==> config.mk <==
export PLATFORM = sky130hd
export DESIGN_NAME = si5340_cfg_ctrl
export DESIGN_NICKNAME = d
export VERILOG_FILES = /design/src/rtl/si5340_cfg_ctrl.sv
export SDC_FILE = /design/constraint.sdc
export NUM_CORES = 1
export LEC_CHECK = 0
export ABC_AREA = 1
export CORE_ASPECT_RATIO = 0.7
export CORE_MARGIN = 8
export CORE_UTILIZATION = 54
export DETAILED_ROUTE_END_ITERATION = 8
export PLACE_DENSITY = 0.78
export SETUP_SLACK_MARGIN = 0.15
export SLEW_MARGIN = 0
export SYNTH_ARGS = -nofsm -noshare
export SYNTH_HDL_FRONTEND = slang
export SYNTH_SLANG_ARGS = --single-unit
==> constraint.sdc <==
create_clock -name clk_i -period 2.05 [get_ports clk_i]
set_input_delay 0.41 -clock clk_i [delete_from_list [all_inputs] [get_ports clk_i]]
set_output_delay 0.41 -clock clk_i [all_outputs]
set_load 0.02 [all_outputs]
==> src/rtl/si5340_cfg_ctrl.sv <==
// si5340_cfg_ctrl
//   Walks a configuration ROM and writes every entry to an Si5340 over a
//   byte-level I2C master.  Each entry is {page, register, data}.  A page
//   select write (reg 0x01) is issued before the register write.  After the
//   preamble entries the controller waits a fixed number of clocks so that
//   the device can finish its internal calibration.
//
//   Optional feature macro: CFG_PAGE_CACHE_EN
//     When defined, the page select write is skipped if the entry's page
//     matches the last page written during this load.
//
// Ports
//   clk_i            system clock
//   arstn_i          asynchronous active-low reset
//   start_i          one-cycle load request (honoured in IDLE/DONE/ERR only)
//   busy_o           load in progress
//   done_o           last load completed without NACK
//   err_o            last load aborted on NACK
//   rom_addr_o       ROM entry index
//   rom_data_i       ROM entry, valid one cycle after rom_addr_o
//   i2c_valid_o      byte command valid
//   i2c_ready_i      byte master accepts the command
//   i2c_data_o       byte to send
//   i2c_start_o      issue START before this byte
//   i2c_stop_o       issue STOP after this byte
//   i2c_ack_valid_i  one-cycle pulse: byte finished on the bus
//   i2c_nack_i       NACK flag, qualified by i2c_ack_valid_i
//
// States
//   IDLE     | waiting for start_i after reset
//   FETCH    | rom_addr_o presented to the ROM
//   LATCH    | ROM word captured into the entry register
//   PAGE_TX  | offering a byte of the page select write
//   REG_TX   | offering a byte of the register write
//   WAIT_ACK | byte accepted, waiting for its bus completion
//   PAUSE    | post-preamble wait, no bus activity
//   NEXT     | advance to the next ROM entry
//   DONE     | load finished cleanly
//   ERR      | load aborted on NACK

module si5340_cfg_ctrl #(
    parameter int         MEM_DEPTH    = 326,
    parameter int         MEM_WIDTH    = 24,
    parameter int         DATA_WIDTH   = 8,
    parameter logic [6:0] SLAVE_ADDR   = 7'h74,
    parameter int         PREAMBLE_LEN = 3,
    parameter int         PAUSE_CYCLES = 37_500_000
) (
    input  logic                         clk_i,
    input  logic                         arstn_i,
    input  logic                         start_i,
    output logic                         busy_o,
    output logic                         done_o,
    output logic                         err_o,
    output logic [$clog2(MEM_DEPTH)-1:0] rom_addr_o,
    input  logic [MEM_WIDTH-1:0]         rom_data_i,
    output logic                         i2c_valid_o,
    input  logic                         i2c_ready_i,
    output logic [DATA_WIDTH-1:0]        i2c_data_o,
    output logic                         i2c_start_o,
    output logic                         i2c_stop_o,
    input  logic                         i2c_ack_valid_i,
    input  logic                         i2c_nack_i
);

    localparam int AW = $clog2(MEM_DEPTH);
    localparam int PW = $clog2(PAUSE_CYCLES + 1);

    typedef enum logic [3:0] {
        IDLE, FETCH, LATCH, PAGE_TX, REG_TX, WAIT_ACK, PAUSE, NEXT, DONE, ERR
    } state_t;

    state_t                 state_q, state_d;
    logic [AW-1:0]          addr_q, addr_d;
    logic [MEM_WIDTH-1:0]   entry_q, entry_d;
    logic [1:0]             bcnt_q, bcnt_d;
    logic                   page_ph_q, page_ph_d;   // 1: sending page select
    logic [PW-1:0]          pause_q, pause_d;
    logic                   skip_page;
    logic [DATA_WIDTH-1:0]  tx_byte;

    wire [DATA_WIDTH-1:0] page_f = entry_q[MEM_WIDTH-1 -: DATA_WIDTH];
    wire [DATA_WIDTH-1:0] reg_f  = entry_q[2*DATA_WIDTH-1 -: DATA_WIDTH];
    wire [DATA_WIDTH-1:0] dat_f  = entry_q[DATA_WIDTH-1:0];
    wire                  last_entry = (addr_q == AW'(MEM_DEPTH - 1));

`ifdef CFG_PAGE_CACHE_EN
    logic [DATA_WIDTH-1:0] cache_q;
    logic                  cache_vld_q;

    wire start_ok = start_i && (state_q == IDLE || state_q == DONE || state_q == ERR);
    // Cache is only trusted once the page write has actually been ACKed.
    wire page_acked = (state_q == WAIT_ACK) && i2c_ack_valid_i && !i2c_nack_i &&
                      (bcnt_q == 2'd2) && page_ph_q;

    always_ff @(posedge clk_i or negedge arstn_i) begin
        if (!arstn_i) begin
            cache_q     <= '0;
            cache_vld_q <= 1'b0;
        end else if (start_ok) begin
            cache_vld_q <= 1'b0;
        end else if (page_acked) begin
            cache_q     <= page_f;
            cache_vld_q <= 1'b1;
        end
    end

    // Decided in LATCH, so compare against the ROM word being captured.
    assign skip_page = cache_vld_q && (rom_data_i[MEM_WIDTH-1 -: DATA_WIDTH] == cache_q);
`else
    assign skip_page = 1'b0;
`endif

    always_ff @(posedge clk_i or negedge arstn_i) begin
        if (!arstn_i) begin
            state_q   <= IDLE;
            addr_q    <= '0;
            entry_q   <= '0;
            bcnt_q    <= '0;
            page_ph_q <= 1'b0;
            pause_q   <= '0;
        end else begin
            state_q   <= state_d;
            addr_q    <= addr_d;
            entry_q   <= entry_d;
            bcnt_q    <= bcnt_d;
            page_ph_q <= page_ph_d;
            pause_q   <= pause_d;
        end
    end

    always_comb begin
        state_d   = state_q;
        addr_d    = addr_q;
        entry_d   = entry_q;
        bcnt_d    = bcnt_q;
        page_ph_d = page_ph_q;
        pause_d   = pause_q;
        case (state_q)
            IDLE, DONE, ERR: begin
                if (start_i) begin
                    addr_d  = '0;
                    state_d = FETCH;
                end
            end
            FETCH: state_d = LATCH;
            LATCH: begin
                entry_d = rom_data_i;
                bcnt_d  = 2'd0;
                if (skip_page) begin
                    page_ph_d = 1'b0;
                    state_d   = REG_TX;
                end else begin
                    page_ph_d = 1'b1;
                    state_d   = PAGE_TX;
                end
            end
            PAGE_TX, REG_TX: begin
                if (i2c_ready_i) state_d = WAIT_ACK;
            end
            WAIT_ACK: begin
                if (i2c_ack_valid_i) begin
                    if (i2c_nack_i) begin
                        state_d = ERR;
                    end else if (bcnt_q != 2'd2) begin
                        bcnt_d  = bcnt_q + 2'd1;
                        state_d = page_ph_q ? PAGE_TX : REG_TX;
                    end else if (page_ph_q) begin
                        page_ph_d = 1'b0;
                        bcnt_d    = 2'd0;
                        state_d   = REG_TX;
                    end else if (addr_q == AW'(PREAMBLE_LEN - 1)) begin
                        pause_d = PW'(PAUSE_CYCLES - 1);
                        state_d = PAUSE;
                    end else if (last_entry) begin
                        state_d = DONE;
                    end else begin
                        state_d = NEXT;
                    end
                end
            end
            PAUSE: begin
                if (pause_q == '0) state_d = last_entry ? DONE : NEXT;
                else               pause_d = pause_q - 1'b1;
            end
            NEXT: begin
                addr_d  = addr_q + 1'b1;
                state_d = FETCH;
            end
            default: state_d = IDLE;
        endcase
    end

    // Byte 0 is always the device write address; bytes 1/2 depend on phase.
    always_comb begin
        tx_byte = DATA_WIDTH'({SLAVE_ADDR, 1'b0});
        case (bcnt_q)
            2'd1:    tx_byte = page_ph_q ? DATA_WIDTH'(1) : reg_f;
            2'd2:    tx_byte = page_ph_q ? page_f : dat_f;
            default: tx_byte = DATA_WIDTH'({SLAVE_ADDR, 1'b0});
        endcase
    end

    assign i2c_valid_o = (state_q == PAGE_TX) || (state_q == REG_TX);
    assign i2c_data_o  = i2c_valid_o ? tx_byte : '0;
    assign i2c_start_o = i2c_valid_o && (bcnt_q == 2'd0);
    assign i2c_stop_o  = i2c_valid_o && (bcnt_q == 2'd2);
    assign busy_o      = !(state_q == IDLE || state_q == DONE || state_q == ERR);
    assign done_o      = (state_q == DONE);
    assign err_o       = (state_q == ERR);
    assign rom_addr_o  = addr_q;

endmodule

# Word-level counts from Yosys, hierarchy flattened
# Cells that the tools add are included.
# Widths: inputs -> output; s select.
# totals
reg_bits	66
out_inout_bits	23
elab_cells	85
# classes
n_reduce_logical	19
n_addsub	3
n_mux	33
n_eq_ne	24
# ops
op	n
$mux 26	6
$pmux 26 s2	1
$mux 4	9
$pmux 4 s7	1
$logic_not 26->1	1
$sub 26x1->26 const B	1
$mux 8	3
$ne 2x2->1 const B	10
$pmux 9 s2	1
$eq 4x3->1 const B	4
$pmux 8 s2	1
$reduce_and 4->1	3
$add 9x1->9 const B	1
$eq 9x2->1 const B	1
$eq 9x9->1 const B	1
$mux 9	1
$eq 4x2->1 const B	2
$eq 4x4->1 const B	2
$mux 2	4
$reduce_and 7->1	1
$reduce_bool 2->1	3
$eq 4x1->1 const B	1
$logic_not 4->1	1
$pmux 2 s2	1
14 further kinds	19

# Logic depth before layout (Yosys ltp)
# logic_depth
word_depth	8
mapped_depth	12
depth_no_buf	12

# Worst setup path before layout
# No wires, ideal clock.
# synth_timing
kind	register -> output
start	register state_q[2]
end	output i2c_data_o[3]
arrival_time_ns	1.523
path_stages_with_launch	6
setup_slack_ns	0.117
t_required_ns	1.640
path_buffers	0
cell_sequence	dfrtp_1 inv_1 nand2_1 o21ai_2 inv_1 a31oi_1
# synth_between
elab_chain_len	3
# synth_lines
item	line	rtl
from (decl)	73	state_t state_q, state_d;
from (signal assigned)	123	state_q <= state_d;
$eq 4x2->1 or $eq 4x3->1 (tied branches)	204	assign i2c_valid_o = (state_q == PAGE_TX) || (state_q == REG_TX);
$logic_or 1x1->1 (*)	204	
named net i2c_valid_o	57	output logic i2c_valid_o,
$mux 8 (*)	205	assign i2c_data_o = i2c_valid_o ? tx_byte : '0;
to (decl)	59	output logic [DATA_WIDTH-1:0] i2c_data_o,
# The timed path passes the listed nets; every way through them passes the cells marked *.

# Worst setup path after layout
# layout_timing
start	register state_q[2]
end	output i2c_data_o[3]
# layout_between
elab_chain_len	3
# layout_lines
item	line
$eq 4x2->1 or $eq 4x3->1 (tied branches)	204
$logic_or 1x1->1 (*)	204
$mux 8 (*)	205
# Mark *: on every way between the ends. The rest lies on a longest branch, timed or not.

==> metrics.csv <==
stage,metric,value,unit
yosys,post-synthesis mux area share,0.06494,
layout,post-route core utilization,0.7604,
layout,area occupied by multi-input gates,0.002452,sq mm
routing,Routed Antenna Nets,0,
routing,WL final,12.49,mm
power_and_ir_drop,internal power,3.815,mW
floorplanning,Core Rows,26,
clocking,CTS Buf Count,9,
timing,final worst path period share,1.018,
routing,Vias/cell,5.700,
layout,"Design Area, Final",0.005615,sq mm
power_and_ir_drop,Power per Cell Area,1195,mW/mm^2
critical_path,Worst setup SP type,register,
clocking,clock-pin slew on the worst setup and hold paths,0.08,ns
timing,Hold Slack,0.05353,ns
global_route,vias in the first global route,3928,
critical_path,"Req. time, crit path",1.64,ns
layout,post-route insts no fill,759,
power_and_ir_drop,leak pwr,2.631,nW
critical_path,Worst setup EP type,output pin,
critical_path,crit path kind,register to output pin,
layout,n_diodes,0,
timing,worst slew pin tran,0.3891,ns
yosys,Cells after Synth,553,
placed_design,GP Congestion,0.9578,
job,Max-Cap Viols,0,
power_and_ir_drop,VDD IR max,0.9555,mV
yosys,number of distinct library cells after synthesis,37,
placed_design,DP Cell Count,719,
yosys,"FF+latch count, synth",66,
timing,RSZ-0062 raised after global routing,yes,
global_route,first-pass GRT wire length,18.82,mm
routing,final routed DRC violation total,0,
clocking,worst skew pair latency,0.36,ns
layout,Layout Nets,695,
yosys,YS warnings,0,
power_and_ir_drop,Flop pwr share,0.324,
timing,final max-slew violation count,0,
yosys,Synth Area in XOR/XNOR,0.01473,
global_route,grt ovf,0,
clocking,root buffer cell,clkbuf_8,
yosys,post-synthesis adder-cell area fraction,0.02706,
floorplanning,Initial Utilization,0.5635,
power_and_ir_drop,Psw,2.894,mW
yosys,Synth Area in Simple Gates,0.3512,
layout,Area Growth Syn to Fin,34.94,%
power_and_ir_drop,Comb pwr share,0.520,
critical_path,"delay-heaviest family, CP",compound AO/OA/AOI/OAI gates,
yosys,main combinational cell family by area after synthesis,simple AND/OR/NAND/NOR gates,
routing,vias post-DR,4326,
routing,drt first pass iters,8,
yosys,Post-synth EDFFs,0,
clocking,H-tree lvl count,3,
global_route,initial antenna violation count,0,
power_and_ir_drop,switch share,0.4313,
critical_path,cells along the critical path,"inv_2, nand2_4, o21ai_4, clkinv_4, a31oi_1, buf_4",
timing,fin crit period,2.088,ns
placed_design,dpl hpwl,8.174,mm
yosys,compound-gate portion of the synthesized area,0.07186,
yosys,syn nets,592,
routing,DR iter-0 viols,451,
clocking,clk sinks,66,
critical_path,slowest cell on the critical path,dfrtp_1,
timing,Rel. slew slack,0.7396,
floorplanning,I/O pins,53,
yosys,most numerous cell in the Yosys netlist,nand2_1,
floorplanning,Die Y,89.45,um
critical_path,CP max FO,7,
critical_path,worst path bufs/invs,3,
timing,Fin. Hold Viols,0,
run_status,status,finished with violations,
critical_path,Worst path depth,6,
floorplanning,Die Wd,120.9,um
critical_path,reg2reg end,pause_q[20]$_DFFE_PN0P_,
timing,fin worst setup slack,-0.03751,ns
timing,max frequency,0.4790,GHz
layout,share of layout cells above drive strength 1,0.2814,
yosys,"area leader, netlist",dfrtp_1,
critical_path,Worst R2R Path Depth,12,
yosys,top post-synthesis cells by count,"151 x nand2_1, 92 x nor2_1, 66 x dfrtp_1",
routing,WL per Instance,16.45,um
yosys,post-synthesis cell area,0.004161,sq mm
yosys,top_reg_cell synth,dfrtp_1,
floorplanning,Die Footprint,0.01082,sq mm
power_and_ir_drop,final total power,6.709,mW
global_route,largest net degree at the start of global routing,67,
critical_path,"reg-to-reg slack, setup",0.17,ns
timing,count of final setup violators,4,
yosys,asr flop ratio synth,1.000,
floorplanning,Core Area,0.007385,sq mm
critical_path,"Arr. time, crit path",1.68,ns
layout,Filler cells,489,
critical_path,Reg2Reg Launch Point,state_q[1]$_DFFE_PN0P_,
yosys,"Seq/Total Area, Yosys",0.3969,
yosys,Synth top area share,0.3969,
yosys,syn avg cell area,7.525,sq um
run_status,failing checks,setup timing,
timing,skew final,0.01306,ns
hold_path,Worst Hold Class,input port to asynchronous set/reset pin,
clocking,hold_buf cts,0,
critical_path,Worst path max stage delay,0.40,ns
clocking,CTS tree,built,
layout,Register Area,0.001653,sq mm
global_route,Total GRT Usage,0.2180,
placed_design,DP Area,0.004943,sq mm
yosys,Synth area leaders,"dfrtp_1 40%, nand2_1 14%, nor2_1 8.3%",
power_and_ir_drop,Clock power frac,0.156,
clocking,CTS Buffer Depth,2,
placed_design,I/O Buffers,52,
[final cells by class]
cell class / instances / area share
multi-input combinational: 420 / 0.4367
sequential: 66 / 0.2943
timing repair buffer: 102 / 0.1713
inverter: 57 / 0.04189
clock buffer: 11 / 0.02696
tap: 98 / 0.02184
clock inverter: 5 / 0.006907
[kinds of logic after synthesis]
kind of cell,count (synthesis)
XOR/XNOR,7
adder cells (fa/ha/maj),9
multiplexers,24
AND/OR/NAND/NOR,330
flip-flops,66
buffers and inverters,69
AO/OA/AOI/OAI,48
[power groups by stage]
| stage | sequential, mW | clock (mW) | combinational (mW) |
|---|---|---|---|
| after floorplan | 2.06 | 0 | 1.93 |
| after global placement | 2.12 | 0 | 2.74 |
| after detailed placement | 2.14 | 0 | 2.84 |
| after CTS | 2.12 | 1.06 | 2.90 |
| after global routing | 2.21 | 1.12 | 3.76 |
| final | 2.18 | 1.05 | 3.49 |
[metal layers]
| layer | track usage | routed length [um] | share of wire | up-vias |
|---|---|---|---|---|
| met4 | 0.08691 | 322 | 0.026 | 0 |
| met2 | 0.3355 | 5869 | 0.47 | 245 |
| met1 | 0.2803 | 5001 | 0.40 | 2030 |
| met3 | 0.06877 | 1296 | 0.10 | 47 |
| met5 | 0 | 0 | 0 | - |
| li1 | - | - | - | 2004 |
[timing repair]
| action | in CTS | in global routing |
|---|---|---|
| endpoints found under the setup margin | 14 | 45 |
| hold endpoints to repair | 0 | 0 |
| resized for setup | 91 | 64 |
| pin swaps | 8 | 17 |
| buffers inserted | 2 | 19 |
| cloned | 0 | 3 |
[placed cells by master (no fill, tap or decap), types with 2 or more instances in the layout]
| cell type | synthesis | layout |
|---|---|---|
| buf_12 | 1 | 4 |
| clkdlybuf4s50_1 | 0 | 36 |
| xor2_1 | 5 | 5 |
| xnor2_1 | 2 | 2 |
| o21ai_0 | 15 | 13 |
| dfrtp_1 | 66 | 65 |
| ha_4 | 0 | 3 |
| mux2_2 | 24 | 24 |
| a21oi_1 | 12 | 11 |
| inv_1 | 52 | 45 |
| buf_4 | 1 | 46 |
| nor2_2 | 5 | 11 |
| nor3_1 | 3 | 3 |
| nand3_1 | 55 | 41 |
| o22ai_1 | 3 | 3 |
| a31oi_1 | 4 | 2 |
| o21ai_1 | 0 | 2 |
| buf_2 | 6 | 3 |
| nand2_2 | 1 | 4 |
| ha_1 | 9 | 5 |
| nand2_1 | 151 | 145 |
| clkinvlp_4 | 0 | 2 |
| buf_6 | 1 | 11 |
| nand2_4 | 2 | 6 |
| clkbuf_8 | 0 | 11 |
| nor2_1 | 92 | 83 |
| nand2_8 | 1 | 2 |
| inv_2 | 3 | 7 |
| o21ai_2 | 12 | 11 |
| nor2_4 | 1 | 4 |
| clkinv_4 | 0 | 5 |
| nand3_2 | 3 | 17 |
| nand4_1 | 11 | 11 |
[worst max path at each step]
stage                           start       endpoint
2_1_floorplan  state_q[2]$_DFFE_PN0P_  i2c_data_o[3]
5_1_grt         bcnt_q[0]$_DFFE_PN0P_  i2c_data_o[7]
4_1_cts         bcnt_q[0]$_DFFE_PN0P_  i2c_data_o[6]
6_report       state_q[2]$_DFFE_PN0P_  i2c_data_o[3]
3_5_place_dp    bcnt_q[0]$_DFFE_PN0P_  i2c_data_o[7]
3_3_place_gp    bcnt_q[0]$_DFFE_PN0P_  i2c_data_o[7]
[state kept, by name (all words and copies together), names as in the netlist]
| signal | cells |
|---|---|
| pause_q | 26 |
| entry_q | 24 |
| rom_addr_o | 9 |
| state_q | 4 |
| bcnt_q | 2 |
| page_ph_q | 1 |
[metrics by stage]
stage          setup slack [ns]  setup TNS, ns
2_1_floorplan            0.1167              0
3_3_place_gp            -0.1866         -1.247
3_5_place_dp            -0.2292         -1.606
4_1_cts                -0.05713       -0.07089
5_1_grt                 -0.1019        -0.6024
6_report               -0.03751        -0.1134
(Power assumes the default switching activity.)
